<file path="src/rtl/alarm_sequencer_if.sv">
// Bundle of time/alarm inputs and player-control outputs for alarm_sequencer.
// The slave modport is the sequencer's view; master is the driver's view.
interface alarm_sequencer_if;
    logic [4:0] cur_hour;
    logic [5:0] cur_min;
    logic [5:0] cur_sec;
    logic [4:0] alarm_hour;
    logic [5:0] alarm_min;
    logic       alarm_en;
    logic [1:0] song_sel;
    logic       snooze_btn;
    logic       stop_btn;
    logic       chime_en;
    logic       play;
    logic [1:0] song_id;
    logic       ringing;
    logic [1:0] state_o;

    modport master (
        output cur_hour, cur_min, cur_sec, alarm_hour, alarm_min, alarm_en,
        output song_sel, snooze_btn, stop_btn, chime_en,
        input  play, song_id, ringing, state_o
    );

    modport slave (
        input  cur_hour, cur_min, cur_sec, alarm_hour, alarm_min, alarm_en,
        input  song_sel, snooze_btn, stop_btn, chime_en,
        output play, song_id, ringing, state_o
    );
endinterface

</file>
<file path="src/rtl/alarm_sequencer.sv">
// Alarm/snooze sequencer driving the song player's enable and tune select.
// The hourly chime is compiled in only when HOURLY_CHIME_EN is defined.
module alarm_sequencer #(
    parameter int unsigned CLK_HZ         = 100000000,
    parameter int unsigned RING_SECONDS   = 60,
    parameter int unsigned SNOOZE_SECONDS = 300,
    parameter int unsigned CHIME_SECONDS  = 4,
    parameter int unsigned MAX_SNOOZE     = 3,
    parameter int unsigned CHIME_SONG     = 1
) (
    input logic              sys_CLK,
    input logic              rst_n,
    alarm_sequencer_if.slave bus
);
    localparam int unsigned DivW   = (CLK_HZ > 1) ? $clog2(CLK_HZ) : 1;
    localparam int unsigned MaxRs  = (RING_SECONDS > SNOOZE_SECONDS) ? RING_SECONDS
                                                                     : SNOOZE_SECONDS;
    localparam int unsigned MaxSec = (MaxRs > CHIME_SECONDS) ? MaxRs : CHIME_SECONDS;
    localparam int unsigned RemW   = (MaxSec > 1) ? $clog2(MaxSec + 1) : 1;
    localparam int unsigned SnzW   = (MAX_SNOOZE > 0) ? $clog2(MAX_SNOOZE + 1) : 1;

    typedef enum logic [1:0] {
        StIdle   = 2'd0,
        StRing   = 2'd1,
        StSnooze = 2'd2,
        StChime  = 2'd3
    } state_e;

    state_e          state_q, state_d;
    logic [1:0]      song_q, song_d;
    logic [SnzW-1:0] snz_cnt_q, snz_cnt_d;
    logic [DivW-1:0] div_q, div_d;
    logic [RemW-1:0] rem_q, rem_d;
    logic            play_q, play_d, ringing_q, ringing_d;
    logic            amatch_q, snooze_q, stop_q, live_q;
    logic            amatch, alarm_ev, chime_ev, snooze_ev, stop_ev;
    logic            tick, expire, enter, quit;

    // live_q masks events on the first edge after reset so that a match already
    // present at reset release only primes the edge registers.
    assign amatch    = bus.alarm_en && (bus.cur_hour == bus.alarm_hour) &&
                       (bus.cur_min == bus.alarm_min) && (bus.cur_sec == 6'd0);
    assign alarm_ev  = live_q && amatch && !amatch_q;
    assign snooze_ev = live_q && bus.snooze_btn && !snooze_q;
    assign stop_ev   = live_q && bus.stop_btn && !stop_q;
    assign quit      = stop_ev || !bus.alarm_en;
    assign tick      = (div_q == DivW'(CLK_HZ - 1));
    assign expire    = tick && (rem_q == RemW'(1));

`ifdef HOURLY_CHIME_EN
    logic cmatch, cmatch_q;
    assign cmatch   = bus.chime_en && (bus.cur_min == 6'd0) && (bus.cur_sec == 6'd0);
    assign chime_ev = live_q && cmatch && !cmatch_q;

    always_ff @(posedge sys_CLK or negedge rst_n) begin
        if (!rst_n) cmatch_q <= 1'b0;
        else        cmatch_q <= cmatch;
    end
`else
    assign chime_ev = 1'b0;
`endif

    always_comb begin
        state_d   = state_q;
        song_d    = song_q;
        snz_cnt_d = snz_cnt_q;
        enter     = 1'b0;
        if (alarm_ev) begin
            state_d   = StRing;
            song_d    = bus.song_sel;
            snz_cnt_d = '0;
            enter     = 1'b1;
        end else begin
            case (state_q)
                StRing: begin
                    if (quit) begin
                        state_d = StIdle;
                        enter   = 1'b1;
                    end else if (snooze_ev && (snz_cnt_q < SnzW'(MAX_SNOOZE))) begin
                        state_d   = StSnooze;
                        snz_cnt_d = snz_cnt_q + 1'b1;
                        enter     = 1'b1;
                    end else if (expire) begin
                        state_d = StIdle;
                        enter   = 1'b1;
                    end
                end
                StSnooze: begin
                    if (quit) begin
                        state_d = StIdle;
                        enter   = 1'b1;
                    end else if (expire) begin
                        state_d = StRing;
                        enter   = 1'b1;
                    end
                end
`ifdef HOURLY_CHIME_EN
                StChime: begin
                    if (stop_ev || expire) begin
                        state_d = StIdle;
                        enter   = 1'b1;
                    end
                end
`endif
                StIdle: begin
                    if (chime_ev) begin
                        state_d = StChime;
                        song_d  = 2'(CHIME_SONG);
                        enter   = 1'b1;
                    end
                end
                default: begin
                    state_d = StIdle;
                    enter   = 1'b1;
                end
            endcase
        end
    end

    // Timers restart on every state entry so each period is exactly N*CLK_HZ cycles.
    always_comb begin
        div_d = tick ? '0 : div_q + 1'b1;
        rem_d = (tick && (rem_q != '0)) ? rem_q - 1'b1 : rem_q;
        if (enter) begin
            div_d = '0;
            case (state_d)
                StRing:   rem_d = RemW'(RING_SECONDS);
                StSnooze: rem_d = RemW'(SNOOZE_SECONDS);
`ifdef HOURLY_CHIME_EN
                StChime:  rem_d = RemW'(CHIME_SECONDS);
`endif
                default:  rem_d = '0;
            endcase
        end
        play_d    = (state_d == StRing) || (state_d == StChime);
        ringing_d = (state_d == StRing) || (state_d == StSnooze);
    end

    always_ff @(posedge sys_CLK or negedge rst_n) begin
        if (!rst_n) begin
            state_q   <= StIdle;
            song_q    <= 2'd0;
            snz_cnt_q <= '0;
            div_q     <= '0;
            rem_q     <= '0;
            play_q    <= 1'b0;
            ringing_q <= 1'b0;
            amatch_q  <= 1'b0;
            snooze_q  <= 1'b0;
            stop_q    <= 1'b0;
            live_q    <= 1'b0;
        end else begin
            state_q   <= state_d;
            song_q    <= song_d;
            snz_cnt_q <= snz_cnt_d;
            div_q     <= div_d;
            rem_q     <= rem_d;
            play_q    <= play_d;
            ringing_q <= ringing_d;
            amatch_q  <= amatch;
            snooze_q  <= bus.snooze_btn;
            stop_q    <= bus.stop_btn;
            live_q    <= 1'b1;
        end
    end

    assign bus.play    = play_q;
    assign bus.song_id = song_q;
    assign bus.ringing = ringing_q;
    assign bus.state_o = state_q;
endmodule

</file>
<file path="src/flat_wrapper.sv">
// flat-port wrapper written by rule: the top's interface ports become plain ports
module alarm_sequencer_flat 
#(
    parameter int unsigned CLK_HZ         = 100000000,
    parameter int unsigned RING_SECONDS   = 60,
    parameter int unsigned SNOOZE_SECONDS = 300,
    parameter int unsigned CHIME_SECONDS  = 4,
    parameter int unsigned MAX_SNOOZE     = 3,
    parameter int unsigned CHIME_SONG     = 1
)
  (sys_CLK, rst_n, bus_cur_hour, bus_cur_min, bus_cur_sec, bus_alarm_hour, bus_alarm_min, bus_alarm_en, bus_song_sel, bus_snooze_btn, bus_stop_btn, bus_chime_en, bus_play, bus_song_id, bus_ringing, bus_state_o);
  alarm_sequencer_if bus_i ();
  input logic sys_CLK;
  input logic rst_n;
  input wire logic [$bits(bus_i.cur_hour)-1:0] bus_cur_hour;
  input wire logic [$bits(bus_i.cur_min)-1:0] bus_cur_min;
  input wire logic [$bits(bus_i.cur_sec)-1:0] bus_cur_sec;
  input wire logic [$bits(bus_i.alarm_hour)-1:0] bus_alarm_hour;
  input wire logic [$bits(bus_i.alarm_min)-1:0] bus_alarm_min;
  input wire logic [$bits(bus_i.alarm_en)-1:0] bus_alarm_en;
  input wire logic [$bits(bus_i.song_sel)-1:0] bus_song_sel;
  input wire logic [$bits(bus_i.snooze_btn)-1:0] bus_snooze_btn;
  input wire logic [$bits(bus_i.stop_btn)-1:0] bus_stop_btn;
  input wire logic [$bits(bus_i.chime_en)-1:0] bus_chime_en;
  output wire logic [$bits(bus_i.play)-1:0] bus_play;
  output wire logic [$bits(bus_i.song_id)-1:0] bus_song_id;
  output wire logic [$bits(bus_i.ringing)-1:0] bus_ringing;
  output wire logic [$bits(bus_i.state_o)-1:0] bus_state_o;
  assign bus_i.cur_hour = bus_cur_hour;
  assign bus_i.cur_min = bus_cur_min;
  assign bus_i.cur_sec = bus_cur_sec;
  assign bus_i.alarm_hour = bus_alarm_hour;
  assign bus_i.alarm_min = bus_alarm_min;
  assign bus_i.alarm_en = bus_alarm_en;
  assign bus_i.song_sel = bus_song_sel;
  assign bus_i.snooze_btn = bus_snooze_btn;
  assign bus_i.stop_btn = bus_stop_btn;
  assign bus_i.chime_en = bus_chime_en;
  assign bus_play = bus_i.play;
  assign bus_song_id = bus_i.song_id;
  assign bus_ringing = bus_i.ringing;
  assign bus_state_o = bus_i.state_o;
  alarm_sequencer #(.CLK_HZ(CLK_HZ), .RING_SECONDS(RING_SECONDS), .SNOOZE_SECONDS(SNOOZE_SECONDS), .CHIME_SECONDS(CHIME_SECONDS), .MAX_SNOOZE(MAX_SNOOZE), .CHIME_SONG(CHIME_SONG)) u_core (.sys_CLK(sys_CLK), .rst_n(rst_n), .bus(bus_i));
endmodule
</file>
<file path="config.mk">
export PLATFORM = sky130hd
export DESIGN_NAME = alarm_sequencer_flat
export DESIGN_NICKNAME = d
export VERILOG_FILES = /design/src/rtl/alarm_sequencer_if.sv /design/src/rtl/alarm_sequencer.sv /design/src/flat_wrapper.sv
export SDC_FILE = /design/constraint.sdc
export NUM_CORES = 1
export LEC_CHECK = 0
export CAP_MARGIN = 15
export CORE_ASPECT_RATIO = 0.5
export CORE_UTILIZATION = 45
export DETAILED_ROUTE_END_ITERATION = 6
export PLACE_DENSITY = 0.73
export SETUP_SLACK_MARGIN = 0.1
export SLEW_MARGIN = 40
export SYNTH_ARGS = -nofsm -noshare
export SYNTH_HDL_FRONTEND = slang
export SYNTH_SLANG_ARGS = --single-unit
</file>
<file path="constraint.sdc">
create_clock -name sys_CLK -period 3.5 [get_ports sys_CLK]
set_clock_uncertainty 0.05 [all_clocks]
set_input_delay 0.525 -clock sys_CLK [delete_from_list [all_inputs] [get_ports sys_CLK]]
set_output_delay 0.525 -clock sys_CLK [all_outputs]
set_load 0.05 [all_outputs]
</file>
======== Word level (Yosys, flattened, before mapping) ========
Cells that the tools add are included.
storage, ports and cells
  output and inout port bits .............. 6
  bits in latches ......................... 0
  bits in writable memories ............... 0
  flip-flop bits (word level) ............. 48
  memories kept ........................... 0
  input bits .............................. 36
  bits in read-only memories .............. 0
  logic and storage cells ................. 73
operators by class
  reductions and logical operators ........ 26
  eq/ne operators ......................... 10
  bitwise logic cells ..................... 0
  $mul .................................... 0
  multiplexer cells ....................... 22
  shift operators ......................... 0
  divide/modulo/power cells ............... 0
  add/subtract/negate cells ............... 3
  magnitude comparators ................... 1
operator list
  cell                                              count
  2-to-1 mux 27 bit                                 2
  adder 27 x 1 -> 27 bit, second input constant     1
  == test 27 bit, second input constant             1
  2-to-1 mux 2 bit                                  10
  2-to-1 mux 9 bit                                  2
  case mux 9 bit (2 select lines)                   1
  logical AND 1 bit                                 12
  == test 9 x 1 -> 1 bit, second input constant     1
  nonzero test 9 bit                                1
  subtractor 9 x 1 -> 9 bit, second input constant  1
  == test 2 bit, second input constant              3
  == test 6 bit                                     1
  zero test 6 bit                                   1
  case mux 2 bit (3 select lines)                   1
  nonzero test 2 bit                                3
  == test 5 bit                                     1
  2-to-1 mux 1 bit                                  5
  == test 2 x 1 -> 1 bit, second input constant     2
  zero test 1 bit                                   4
  logical OR 1 bit                                  3
  case mux 1 bit (3 select lines)                   1
  AND reduction 3 bit                               1
  adder 2 x 1 -> 2 bit, second input constant       1
  zero test 2 bit                                   1
  2 further kinds                                   2

======== Logic depth before layout (Yosys ltp) ========
  depth in word-level cells ............... 10
  mapped depth ............................ 11

======== Worst setup path after synthesis ========
No wires, ideal clock.
  kind .................................... reg2reg
  from .................................... register u_core.div_q[0]
  to ...................................... register u_core.rem_q[3]
  period minus slack after synthesis ...... 2562 ps
  cell stages (with the launch flop) ...... 12
  arrival ................................. 2381 ps
  data required time ...................... 3319 ps
  setup slack ............................. 938 ps
  path buffers ............................ 1
  path through ............................ dfrtp_1 ha_1 and3_1 clkbuf_4 nand4_2 or2_2 o41ai_1 a21oi_1 ha_1 inv_1 a31oi_1 a31oi_1
between the ends
  longest elaborated chain between the ends .. 10
  elaborated cells on any way between the ends .. 21
  those cells by class .................... 3 x eq/ne; 15 x mux; 3 x reduce/logical
RTL lines
  item                                                     RTL line                RTL
  start: declaration                                       alarm_sequencer.sv:32   logic [DivW-1:0] div_q, div_d;
  start signal: assignment                                 alarm_sequencer.sv:156  div_q <= div_d;
  == test 27 bit *                                         alarm_sequencer.sv:47   assign tick = (div_q == DivW'(CLK_HZ - 1));
  logical AND 1 bit                                        alarm_sequencer.sv:48   assign expire = tick && (rem_q == RemW'(1));
  2-to-1 mux 2 bit                                         alarm_sequencer.sv:83   end else if (expire) begin
  2-to-1 mux 2 bit                                         alarm_sequencer.sv:79   end else if (snooze_ev && (snz_cnt_q < SnzW'(MAX_SNOOZE))) begin
  2-to-1 mux 2 bit                                         alarm_sequencer.sv:76   if (quit) begin
  case mux 2 bit (3 select lines)                          alarm_sequencer.sv:74   case (state_q)
  2-to-1 mux 2 bit                                         alarm_sequencer.sv:68   if (alarm_ev) begin
  == test 2 bit or == test 2 x 1 -> 1 bit (tied branches)  alarm_sequencer.sv:126  case (state_d)
  case mux 9 bit (2 select lines)                          alarm_sequencer.sv:126
  2-to-1 mux 9 bit                                         alarm_sequencer.sv:124  if (enter) begin
  end signal: assignment                                   alarm_sequencer.sv:157  rem_q <= rem_d;
  end: declaration                                         alarm_sequencer.sv:33   logic [RemW-1:0] rem_q, rem_d;
Mark *: on every way between the ends. The rest lies on a longest branch, timed or not.
A chain may end at the register's enable or synchronous reset.

======== Worst setup path after layout ========
Same ends and word-level chain as after synthesis.

==> results_dict.tcl <==
set metrics [dict create \
    status "completed" \
    tightest_slew_ns 0.583 \
    path_class "reg2reg" \
    via_per_inst 5.49 \
    clkPwrFrac_pct 32.2 \
    netSwitchingFraction_pct 32.1 \
    crit_end "u_core.rem_q[3]" \
    track_usage_pct 18.5 \
    cp.required_ns 3.62 \
    drive_gt1_share_pct 9.58 \
    setup_ws_ns 0.579 \
    reg2reg_from "u_core.div_q[0]" \
    hold_class "in2async" \
    area_delta_synth_final_pct 22.4 \
    clock_latency_ns 0.29 \
    critPathCaptureType "flip-flop" \
    io_buffers 40 \
    numCtsBuffers 5 \
    p_leak_uw 0.00141 \
    cp_data_arrival_time_ns 3.04 \
    timing.rr.end "u_core.rem_q[3]" \
    cpPeakStageDelay_ns 0.44 \
    clockBufferDepth 2 \
    rows 19 \
    synth-seq-cells 47 \
    critPathLaunch "u_core.div_q[0]" \
    crit_cells 10 \
    drc 0 \
    cts_setup_buffers 0 \
    pwr-share-seq_pct 39.8 \
    pin_count 42 \
    cpMaxStageDelayCell "o41ai_1" \
    cts_root_buf "clkbuf_16" \
    ir_drop_mv 0.265 \
    synth_ff_type "dfrtp_1" \
    wirelength_um 5370 \
    wl_per_cell_um 13.9 \
    power.internal_uw 1160 \
    timing.slew.headroom_pct 61.2 \
    final-hold-violation-count 0 \
    start_util_pct 48.4 \
    r2r_slack_ns 0.58 \
    start_kind "flip-flop" \
    place_hpwl_um 3960 \
    cts_sinks 47 \
    cp_top_family "simple AND/OR/NAND/NOR gates" \
    yosysSeqAreaShare_pct 43.0 \
    grt-ovfl-total 0 \
    power_switching_uw 548 \
    period_minus_slack_ns 2.92 \
    syn_inst 272 \
    core_sq_mm 0.00566 \
    die_y_um 57.2 \
    syn-cell-area_sq_mm 0.00274 \
    tritoncts "built" \
    grtUsageMet3_pct 3.72 \
    synth_cell_types 50 \
    place_ws_ns 0.303 \
    grt_pass1_wl_um 9470 \
    drt_pre_antenna_iters 4 \
    ctsHoldBuffers 0 \
    maxSlewViolCount 0 \
    cp_max_fo 8 \
    grt.met2_usage_pct 33.4 \
    cp_cell_sequence "ha_1, and3_1, nand4_2, or2_2, o41ai_1, a21oi_1, ha_1, inv_1, a31oi_1, a31oi_1" \
    drt_iter0_markers 93 \
    max_freq_mhz 342 \
    top_usage_layer "met2" \
    setup_tns_ns 0 \
    setup_viol 0 \
    vias 2119 \
    die_w_um 112 \
    p_comb_share_pct 28.0 \
    syn_nets 319 \
    maxCapViolCount 0 \
    antenna_found_initial 0 \
    path_clk_slew_ns 0.07 \
    ant_nets 0 \
    yosysWarnings 0 \
    synth_area_per_cell_sq_um 10.1 \
    routabilityCongestion 0.903 \
    ctsHtreeMaxLevel 2 \
    grt_start_max_net_pins 48 \
    critPathBufInv 1 \
    cts_resized 0 \
    worst-r2r-cell-count 10 \
    met1_usage_pct 23.3 \
    rsz0062_at_grt "no" \
    dieArea_sq_mm 0.00642 \
    diodes 0 \
    grt_pass1_vias 2140 \
    async_flop_share_pct 100 \
    power_density_mw_per_mm2 509 \
    period_share_pct 83.5 \
    nets 359 \
    synth-edff-count 0 \
]
cells in the final DEF (no fill, tap or decap), types with 3 or more instances in the layout:
cell	count
and3_1	3
dfrtp_1	47
and4_1	4
a21bo_2	3
clkbuf_16	5
nand4_1	5
ha_1	11
nor4_1	12
xor2_1	8
or3_1	4
a21oi_1	4
nand2_1	13
nor2_1	40
xnor2_1	34
nand3b_1	4
nor3_1	9
nand3_1	12
a31oi_1	3
inv_1	14
clkdlybuf4s50_1	39
mux2_2	3
state kept, by name, indices dropped and copies added (netlist names):
| signal | cells |
|---|---|
| u_core.amatch_q | 1 |
| u_core.bus.ringing | 1 |
| u_core.bus.song_id | 2 |
| u_core.bus.state_o | 2 |
| u_core.div_q | 27 |
| u_core.live_q | 1 |
| u_core.rem_q | 9 |
| u_core.snooze_q | 1 |
| u_core.snz_cnt_q | 2 |
| u_core.stop_q | 1 |
synthesized netlist by cell type, types with 3 or more instances:
cell type	count	area (sq um)
mux2_2	3	33.8
nand2_1	13	48.8
xor2_1	8	70.1
nor4_1	12	75.1
xnor2_1	34	298
dfrtp_1	47	1180
a21oi_1	4	20.0
a21bo_2	3	30.0
nand3b_1	4	30.0
nor3_1	9	45.0
nand3_1	12	60.1
inv_1	14	52.6
and3_1	3	18.8
or3_1	4	25.0
and4_1	4	35.0
nor2_1	40	150
a31oi_1	3	18.8
ha_1	11	138
nand4_1	5	31.3
power groups by stage:
stage | sequential [uW] | combinational, uW | clock, uW
floorplan | 694 | 328 | 0
global placement | 680 | 455 | 0
detailed placement | 683 | 476 | 0
CTS | 679 | 476 | 560
global route | 689 | 525 | 584
finish | 679 | 477 | 550
worst min path at each step:
stage,to,slack (ns),cells past startpoint
2_1_floorplan,u_core.amatch_q,0.18,0
3_3_place_gp,u_core.div_q[0],0.42,1
3_5_place_dp,u_core.div_q[0],0.43,1
4_1_cts,u_core.div_q[1],0.21,1
5_1_grt,u_core.rem_q[5],0.24,1
6_report,u_core.rem_q[6],0.18,1
layer usage:
metal / vias to the layer above / routed length (um)
met2: 54 / 2590
met4: 0 / 55
li1: 1032 / -
met5: - / 0
met3: 7 / 250
met1: 1026 / 2470
stage by stage:
| stage | cells | power, uW | utilization [%] | area, sq um | hold slack [ns] |
|---|---|---|---|---|---|
| 2_1_floorplan | 272 | 1020 | - | 2740 | 0.179 |
| 3_3_place_gp | 378 | 1140 | 56.1 | 3180 | 0.417 |
| 3_5_place_dp | 378 | 1160 | 56.2 | 3180 | 0.427 |
| 4_1_cts | 386 | 1710 | 59.2 | 3350 | 0.208 |
| 5_1_grt | 386 | 1800 | 59.2 | 3350 | 0.237 |
| 6_report | 386 | 1710 | 59.2 | 3350 | 0.183 |
cells by family after synthesis:
logic type | share of synthesized area [%]
adders and majority gates | 5.03
other | 0.137
xor gates and xnor gates | 13.4
DFF | 43.0
and+or+nand+nor | 26.2
AOI/OAI and AO/OA | 5.58
muxes | 2.70
buffers and inverters | 3.93
final cells by class:
type	instances	area [sq um]
fillers	460	2310
multi-input cells	203	1450
flip-flops and latches	47	1180
repair buffers	41	405
clock buffers	5	125
well taps	73	91.3
inverters	14	52.6
clock inverters	3	46.3
No activity file was read; power rests on OpenSTA's default activity.
